File: src/rtl/rx_iq_buffer.sv
// rx_iq_buffer
// Elastic buffer between the RX decimation chain and the STM32 parallel-bus
// interface. Decimator sample sets (RX1/RX2 I/Q) go into a small FIFO. The
// oldest unread set sits in a show-ahead output stage, and one rising edge of
// IQ_RX_READ_CLK advances the output stage by one set. Sticky overrun and
// underrun flags report data loss to the MCU.
//
// Ports:
//   clk_in          interface clock, all logic on its rising edge
//   reset           synchronous active-high reset
//   in_valid        one-cycle strobe, new set on in_rx*_*
//   in_rx1_i/q, in_rx2_i/q   24-bit signed decimator outputs
//   IQ_RX_READ_REQ  reader active (qualifies overrun flagging only)
//   IQ_RX_READ_CLK  pop strobe, rising edge consumes the presented set
//   overrun_clear   one-cycle pulse clearing both sticky flags
//   RX1_I/Q, RX2_I/Q  presented (show-ahead) sample set
//   fifo_level      entries in FIFO storage, output stage excluded
//   iq_overrun      sticky: set dropped while the reader was active
//   iq_underrun     sticky: pop arrived with no fresh set presented

module rx_iq_buffer #(
    parameter int DEPTH  = 16,
    parameter int ADDR_W = 4
) (
    input  logic                clk_in,
    input  logic                reset,
    input  logic                in_valid,
    input  logic signed [23:0]  in_rx1_i,
    input  logic signed [23:0]  in_rx1_q,
    input  logic signed [23:0]  in_rx2_i,
    input  logic signed [23:0]  in_rx2_q,
    input  logic                IQ_RX_READ_REQ,
    input  logic                IQ_RX_READ_CLK,
    input  logic                overrun_clear,
    output logic signed [23:0]  RX1_I,
    output logic signed [23:0]  RX1_Q,
    output logic signed [23:0]  RX2_I,
    output logic signed [23:0]  RX2_Q,
    output logic [ADDR_W:0]     fifo_level,
    output logic                iq_overrun,
    output logic                iq_underrun
);

    logic [95:0]     mem [DEPTH];
    logic [ADDR_W:0] wr_ptr;
    logic [ADDR_W:0] rd_ptr;
    logic [ADDR_W:0] count;
    logic            out_full;
    logic            rc_prev;

    logic            pop;
    logic            fifo_empty;
    logic            fifo_full;
    logic            do_read;
    logic            do_write;
    logic            overrun_evt;
    logic            underrun_evt;
    logic [95:0]     head;

    // Event decoding. A pop from the reader frees the output stage in the
    // same cycle, so a full FIFO can still accept a write when the head is
    // moved out by that pop.
    always_comb begin
        pop          = IQ_RX_READ_CLK & ~rc_prev;
        fifo_empty   = (count == '0);
        fifo_full    = (count == (ADDR_W+1)'(DEPTH));
        do_read      = !fifo_empty && (!out_full || pop);
        do_write     = in_valid && (!fifo_full || do_read);
        overrun_evt  = in_valid && fifo_full && !do_read && IQ_RX_READ_REQ;
        underrun_evt = pop && !out_full;
        head         = mem[rd_ptr[ADDR_W-1:0]];
    end

    // Sample storage has no reset. The pointers and count define which
    // entries are valid, so the stale contents left after a reset are never
    // presented.
    always_ff @(posedge clk_in) begin
        if (!reset && do_write) begin
            mem[wr_ptr[ADDR_W-1:0]] <= {in_rx1_i, in_rx1_q, in_rx2_i, in_rx2_q};
        end
    end

    // Pointers and occupancy. Both pointers carry one extra bit, and the low
    // ADDR_W bits address storage, so wrapping the full width wraps modulo
    // DEPTH.
    always_ff @(posedge clk_in) begin
        if (reset) begin
            wr_ptr <= '0;
            rd_ptr <= '0;
            count  <= '0;
        end else begin
            if (do_write) wr_ptr <= wr_ptr + 1'b1;
            if (do_read)  rd_ptr <= rd_ptr + 1'b1;
            case ({do_write, do_read})
                2'b10:   count <= count + 1'b1;
                2'b01:   count <= count - 1'b1;
                default: count <= count;
            endcase
        end
    end

    // Show-ahead output stage. A pop that finds the FIFO empty only marks the
    // stage as stale. The last set stays on the pins, so the bus never sees
    // garbage.
    always_ff @(posedge clk_in) begin
        if (reset) begin
            RX1_I    <= '0;
            RX1_Q    <= '0;
            RX2_I    <= '0;
            RX2_Q    <= '0;
            out_full <= 1'b0;
        end else if (do_read) begin
            {RX1_I, RX1_Q, RX2_I, RX2_Q} <= head;
            out_full <= 1'b1;
        end else if (pop) begin
            out_full <= 1'b0;
        end
    end

    // Strobe edge detector. Reset loads 1, so a strobe that is already high
    // when reset is released is not taken as a pop.
    always_ff @(posedge clk_in) begin
        if (reset) begin
            rc_prev <= 1'b1;
        end else begin
            rc_prev <= IQ_RX_READ_CLK;
        end
    end

    // Sticky flags. A new event in the same cycle as the clear pulse keeps
    // the flag set, so the event is not lost.
    always_ff @(posedge clk_in) begin
        if (reset) begin
            iq_overrun  <= 1'b0;
            iq_underrun <= 1'b0;
        end else begin
            if (overrun_evt)        iq_overrun <= 1'b1;
            else if (overrun_clear) iq_overrun <= 1'b0;
            if (underrun_evt)       iq_underrun <= 1'b1;
            else if (overrun_clear) iq_underrun <= 1'b0;
        end
    end

    assign fifo_level = count;

endmodule

File: config.mk
export PLATFORM = sky130hd
export DESIGN_NAME = rx_iq_buffer
export DESIGN_NICKNAME = d
export VERILOG_FILES = /design/src/rtl/rx_iq_buffer.sv
export SDC_FILE = /design/constraint.sdc
export NUM_CORES = 2
export LEC_CHECK = 0
export CORE_ASPECT_RATIO = 1.5
export CORE_MARGIN = 2
export CORE_UTILIZATION = 55
export CTS_CLUSTER_DIAMETER = 200
export DETAILED_ROUTE_END_ITERATION = 16
export GPL_ROUTABILITY_DRIVEN = 0
export PLACE_DENSITY = 0.71
export RECOVER_POWER = 50
export SYNTH_ARGS = -nofsm -noshare
export SYNTH_HDL_FRONTEND = slang
export SYNTH_SLANG_ARGS = --single-unit
File: constraint.sdc
create_clock -name clk_in -period 8.1 [get_ports clk_in]
set_input_delay 0.81 -clock clk_in [delete_from_list [all_inputs] [get_ports clk_in]]
set_output_delay 0.81 -clock clk_in [all_outputs]
set_load 0.01 [all_outputs]
Yosys cells after proc, flatten, opt, wreduce, memory -nomap -nowiden. Memories as Yosys holds them, arrays and structs flattened. A register that Yosys moved wholly into a read port is not among the register bits. Cells that the tools add are included.

Register bits: 19. Bits in latches: 0. Bits in writable memories: 1536. Bits in read-only memories: 0. Logic and storage cells: 44. Memories kept: 1.

Memory list: mem (words 16, bits a word 96, rd ports 1, clocked after Yosys merged registers in 1, wr ports 1, RTL line 44) `logic [95:0] mem [DEPTH];`.

Add/sub/neg operators: 4. Multiply operators: 0. Divide/modulo/power cells: 0. Order comparisons: 0. Eq/ne operators: 3. Shifts and indexed selects: 0. Multiplexer cells: 8. Bitwise operators: 2. Reductions and logical operators: 19.

Operators by type and width (number): 5-bit by 1-bit adder with 5-bit output, second input constant (3); 5-bit case mux with 2 select lines (1); 2-bit nonzero test (4); 1-bit logical AND (7); 1-bit 2-to-1 mux (7); 5-bit equality test, second input constant (1); 1-bit logical NOT (5); 5-bit logical NOT (1); 5-bit by 1-bit subtractor with 5-bit output, second input constant (1); 2-bit by 1-bit equality test with 1-bit output, second input constant (1); 2-bit equality test, second input constant (1); 1-bit logical OR (2); 1-bit AND (1); 1-bit NOT (1).

Longest topological paths before layout.
Word-level depth: 9. Gate-level depth with buffers: 14. Depth with buffers taken out: 12.

Worst setup path after synthesis. No wires, ideal clock.

Path kind: in2reg. Start point: input IQ_RX_READ_CLK. End point: memory mem[15][0] (enable). Arrival: 5.718 ns. Required time: 7.548 ns. Path slack: 1.830 ns. Stages on the path: 4. Buffers on the path: 0. Cells stage by stage: nand2b_1 -> a41oi_1 -> nand2_1 -> nor2_1.

Word-level cells in the longest chain between the ends: 8.

RTL lines: start, declared (RTL line 33) `input logic IQ_RX_READ_CLK,`; 1-bit AND (RTL line 64) `pop = IQ_RX_READ_CLK & ~rc_prev;`; 1-bit logical OR (RTL line 67) `do_read = !fifo_empty && (!out_full || pop);`; 1-bit logical AND (RTL line 67); 1-bit logical OR (RTL line 68) `do_write = in_valid && (!fifo_full || do_read);`; 1-bit logical AND (RTL line 68); 1-bit logical AND (RTL line 78) `if (!reset && do_write) begin`; 1-bit 2-to-1 mux (RTL line 78); 1-bit 2-to-1 mux (not written as such) (RTL line 79) `mem[wr_ptr[ADDR_W-1:0]] <= {in_rx1_i, in_rx1_q, in_rx2_i, in_rx2_q};`; end, declared (RTL line 44).

Every way passes these cells.

Worst setup path after layout.
Start point: input reset. End point: register RX1_I[15] (read register of mem).

RTL lines: start, declared (RTL line 26) `input logic reset,`; end, declared (RTL line 35) `output logic signed [23:0] RX1_I,`.

No word-level cell between the ends.

==> flow_metrics.py <==
metrics = {
    "logic_synthesis": {
        "synthArstFlopShare": 0,
        "synth_top_family_by_area": "multiplexers",
        "synth_cells": 2928,
        "synth-adder-area-share": 0.00214,
        "synth-simple-area-share": 0.0226,
        "synth-compound-area-share": 0.0327,
        "avgSynthCellArea_um2": 21.2,
        "yosys.area_share.xor_xnor": 0.000989,
        "netlist.top_cell.by_area": "edfxtp_1",
        "yosysSeqAreaShare": 0.780,
        "synth-main-ff-cell": "edfxtp_1",
        "muxShareOfSynthArea": 0.149,
        "synthTopCellsByArea": "edfxtp_1, mux4_2, mux2i_1",
        "ys_ff_latch": 1649,
        "syn_nets": 3040,
        "synth_cell_types": 43,
        "synth_area_mm2": 0.0620,
        "synth_top_area_share": 0.744,
        "synth_enable_flop_cells": 1536,
        "yosys_warnings": 0,
    },
    "detailed_routing": {
        "topRoutingLayerUsed": "met5",
        "first_pass_iters": 5,
        "dr_wl_met3_um": 7790,
        "wire_per_inst_um": 28.5,
        "route.met2.wl_um": 71200,
        "drt-met1-wl_um": 52000,
        "dr.first_iter.drc_count": 2746,
        "vias_per_cell": 6.27,
        "drt_wl_total_um": 135000,
        "drc": 0,
        "antenna_left": 0,
        "via_count": 29700,
    },
    "die": {
        "die-height_um": 415,
        "initial_core_util": 0.555,
        "num_rows": 150,
        "ios": 205,
        "dieArea_mm2": 0.115,
        "die_w_um": 278,
        "core_area_mm2": 0.112,
    },
    "critical_path": {
        "cp.arrival_ns": 4.83,
        "path_class": "in2reg",
        "slowest_delay_ns": 3.04,
        "worstPathRequired_ns": 8.52,
        "startpoint_type": "input port",
        "crit_fanout": 63,
        "cpMostUsedCell": "clkbuf_1",
        "rrSetupSlack_ns": 4.12,
        "r2r-start": "fifo_level[0]$_SDFFE_PP0P_",
        "endpoint_kind": "flop",
        "worstRegToRegCells": 5,
        "path_cells": "clkbuf_1 > clkbuf_1 > a2111oi_0",
        "reg2reg_to": "mem[12][13]$_DFFE_PP_",
        "cp_slowest_cell": "clkbuf_1",
    },
    "timing": {
        "fin_skew_ns": 0.0270,
        "max_freq_ghz": 0.227,
        "tns_ns": 0,
        "rsz0062_at_grt": "no",
        "min_period_over_period": 0.544,
        "fin_crit_ns": 4.40,
        "slew_headroom": -1.82,
        "drv_slew": 64,
        "hold_ws_ns": 0.488,
        "fin_ws_ns": 3.70,
        "setup_viol": 0,
        "worst_pin_slew_ns": 4.23,
        "final-hold-violation-count": 0,
    },
    "power": {
        "power_leakage_nw": 21.5,
        "ir_worst_vdd_v": 0.000233,
        "power_mw": 19.9,
        "powerDensity_mw_per_mm2": 282,
    },
    "global_routing": {
        "overflow": 0,
        "grt_max_degree": 154,
        "grt_usage": 0.238,
        "grt_pass1_vias": 31500,
        "grt_pass1_wl_um": 201000,
        "grt_antenna_before_repair": 27,
    },
    "clock_network": {
        "cts.htree.levels": 4,
        "cts_buffers": 149,
        "cts_tree": "done",
        "cts_root_buffer": "clkbuf_16",
        "cts_hold_buf": 0,
        "cts_sinks": 1649,
        "clock_latency_ns": 0.78,
        "clk_pin_slew_ns": 0.06,
        "clock_path_buffers": 3,
        "cts_resized": 0,
        "postCtsSetupRepairBufs": 0,
    },
    "finish": {
        "multi_input_area_mm2": 0.0130,
        "layout-area-overhead-vs-synth_pct": 13.8,
        "fin_cells": 4741,
        "finish.utilization": 0.632,
        "seq_area_mm2": 0.0484,
        "fin_area_mm2": 0.0706,
        "nNetsFinal": 3275,
        "layout-drive-gt1-share": 0.181,
        "fillers": 7299,
    },
    "run_status": {
        "violations": "max-capacitance violations, max-slew violations",
        "outcome": "finished with violations",
    },
    "min_path": {
        "hold_start": "RX1_I[14]$_SDFFE_PP0P_",
        "hold_path_depth": 2,
        "min_path_type": "reg2reg",
        "worstHoldEndpoint": "RX1_I[14]$_SDFFE_PP0P_",
    },
    "flow_run": {
        "cap_violations": 1,
    },
    "placed_design": {
        "dpl_cell_area_mm2": 0.0657,
        "post-place-cells": 4456,
        "portBuffers": 204,
        "dp_slack_ns": 3.24,
        "dpl.hpwl_um": 70500,
    },
}
[state kept, by name, summed over array words and instances, names as in the netlist]
name and flops:
iq_underrun 1, fifo_level 5, RX1_I 24, rd_ptr 4, RX1_Q 24, wr_ptr 4, iq_overrun 1, out_full 1
mem 1536, RX2_I 24, rc_prev 1, RX2_Q 24
[final cells by class]
cell class,instances,area share
clock inverter,72,0.00959
timing repair buffer,256,0.0356
multi-input combinational,1097,0.184
tap,1444,0.0256
sequential,1649,0.686
clock buffer,205,0.0587
inverter,10,0.000567
antenna,8,0.000284
[layout by cell type, fill, tap and decap left out, types with 25 or more instances in the layout]
master | Yosys | final
clkbuf_16 | 0 | 151
mux4_2 | 300 | 300
dlygate4sd3_1 | 0 | 197
mux2i_1 | 244 | 244
nor2b_1 | 79 | 79
a2111oi_1 | 48 | 48
dfxtp_1 | 113 | 110
buf_4 | 9 | 44
o22ai_1 | 42 | 42
a211oi_1 | 76 | 76
nor2_1 | 134 | 117
clkinv_1 | 0 | 25
clkbuf_1 | 96 | 40
edfxtp_1 | 1536 | 1536
[layer usage]
layer / track usage / vias up
met5: 0 / -
met4: 0.0918 / 22
met3: 0.0414 / 266
met2: 0.417 / 1020
met1: 0.295 / 15700
li1: - / 12700
[cells in the mapped netlist (all sizes together) (2+ instances only)]
library cell,count
edfxtp,1536
mux4,300
mux2i,244
nor2,134
dfxtp,113
clkbuf,96
nor2b,79
a211oi,76
buf,76
a2111oi,75
o22ai,42
nor3,22
nor4,22
o221ai,21
o22a,21
nand2,14
inv,10
ha,9
a21oi,8
xor2,4
nand3b,3
o21ai,3
or3,3
xnor2,3
nand2b,2
nand3,2
[worst max path at each step]
stage                               from                endpoint  slack (ns)  depth (start not counted)
after floorplan           IQ_RX_READ_CLK    mem[15][0]$_DFFE_PP_        1.83                          4
after global placement    IQ_RX_READ_CLK    mem[7][29]$_DFFE_PP_        3.35                          6
after detailed placement  IQ_RX_READ_CLK    mem[7][28]$_DFFE_PP_        3.24                          6
after CTS                 IQ_RX_READ_CLK    mem[7][14]$_DFFE_PP_        4.09                          6
after global routing               reset  RX1_I[18]$_SDFFE_PP0P_        3.44                          3
final                              reset  RX1_I[15]$_SDFFE_PP0P_        3.70                          3
[where the power goes]
| group | total (mW) | switching, mW | internal (mW) |
|---|---|---|---|
| combinational | 3.17 | 1.81 | 1.36 |
| clock | 6.92 | 3.01 | 3.92 |
| sequential | 9.84 | 0.256 | 9.58 |
[critical path, delay by kind of cell]
kind	cells	cell delay (ns)
AOI/OAI and AO/OA	1	0.32
buffers and inverters	2	3.67
[kinds of logic (layout without fill, tap and decap cells)]
| family | count (synthesis) | in the layout |
|---|---|---|
| XOR/XNOR | 7 | 7 |
| multiplexers | 545 | 545 |
| buffers and inverters | 182 | 543 |
| flip-flops | 1649 | 1649 |
| adder cells (fa/ha/maj) | 10 | 10 |
| AND/OR/NAND/NOR | 286 | 286 |
| other | 0 | 8 |
| AO/OA/AOI/OAI | 249 | 249 |
Power figures use the tool's default switching activity.
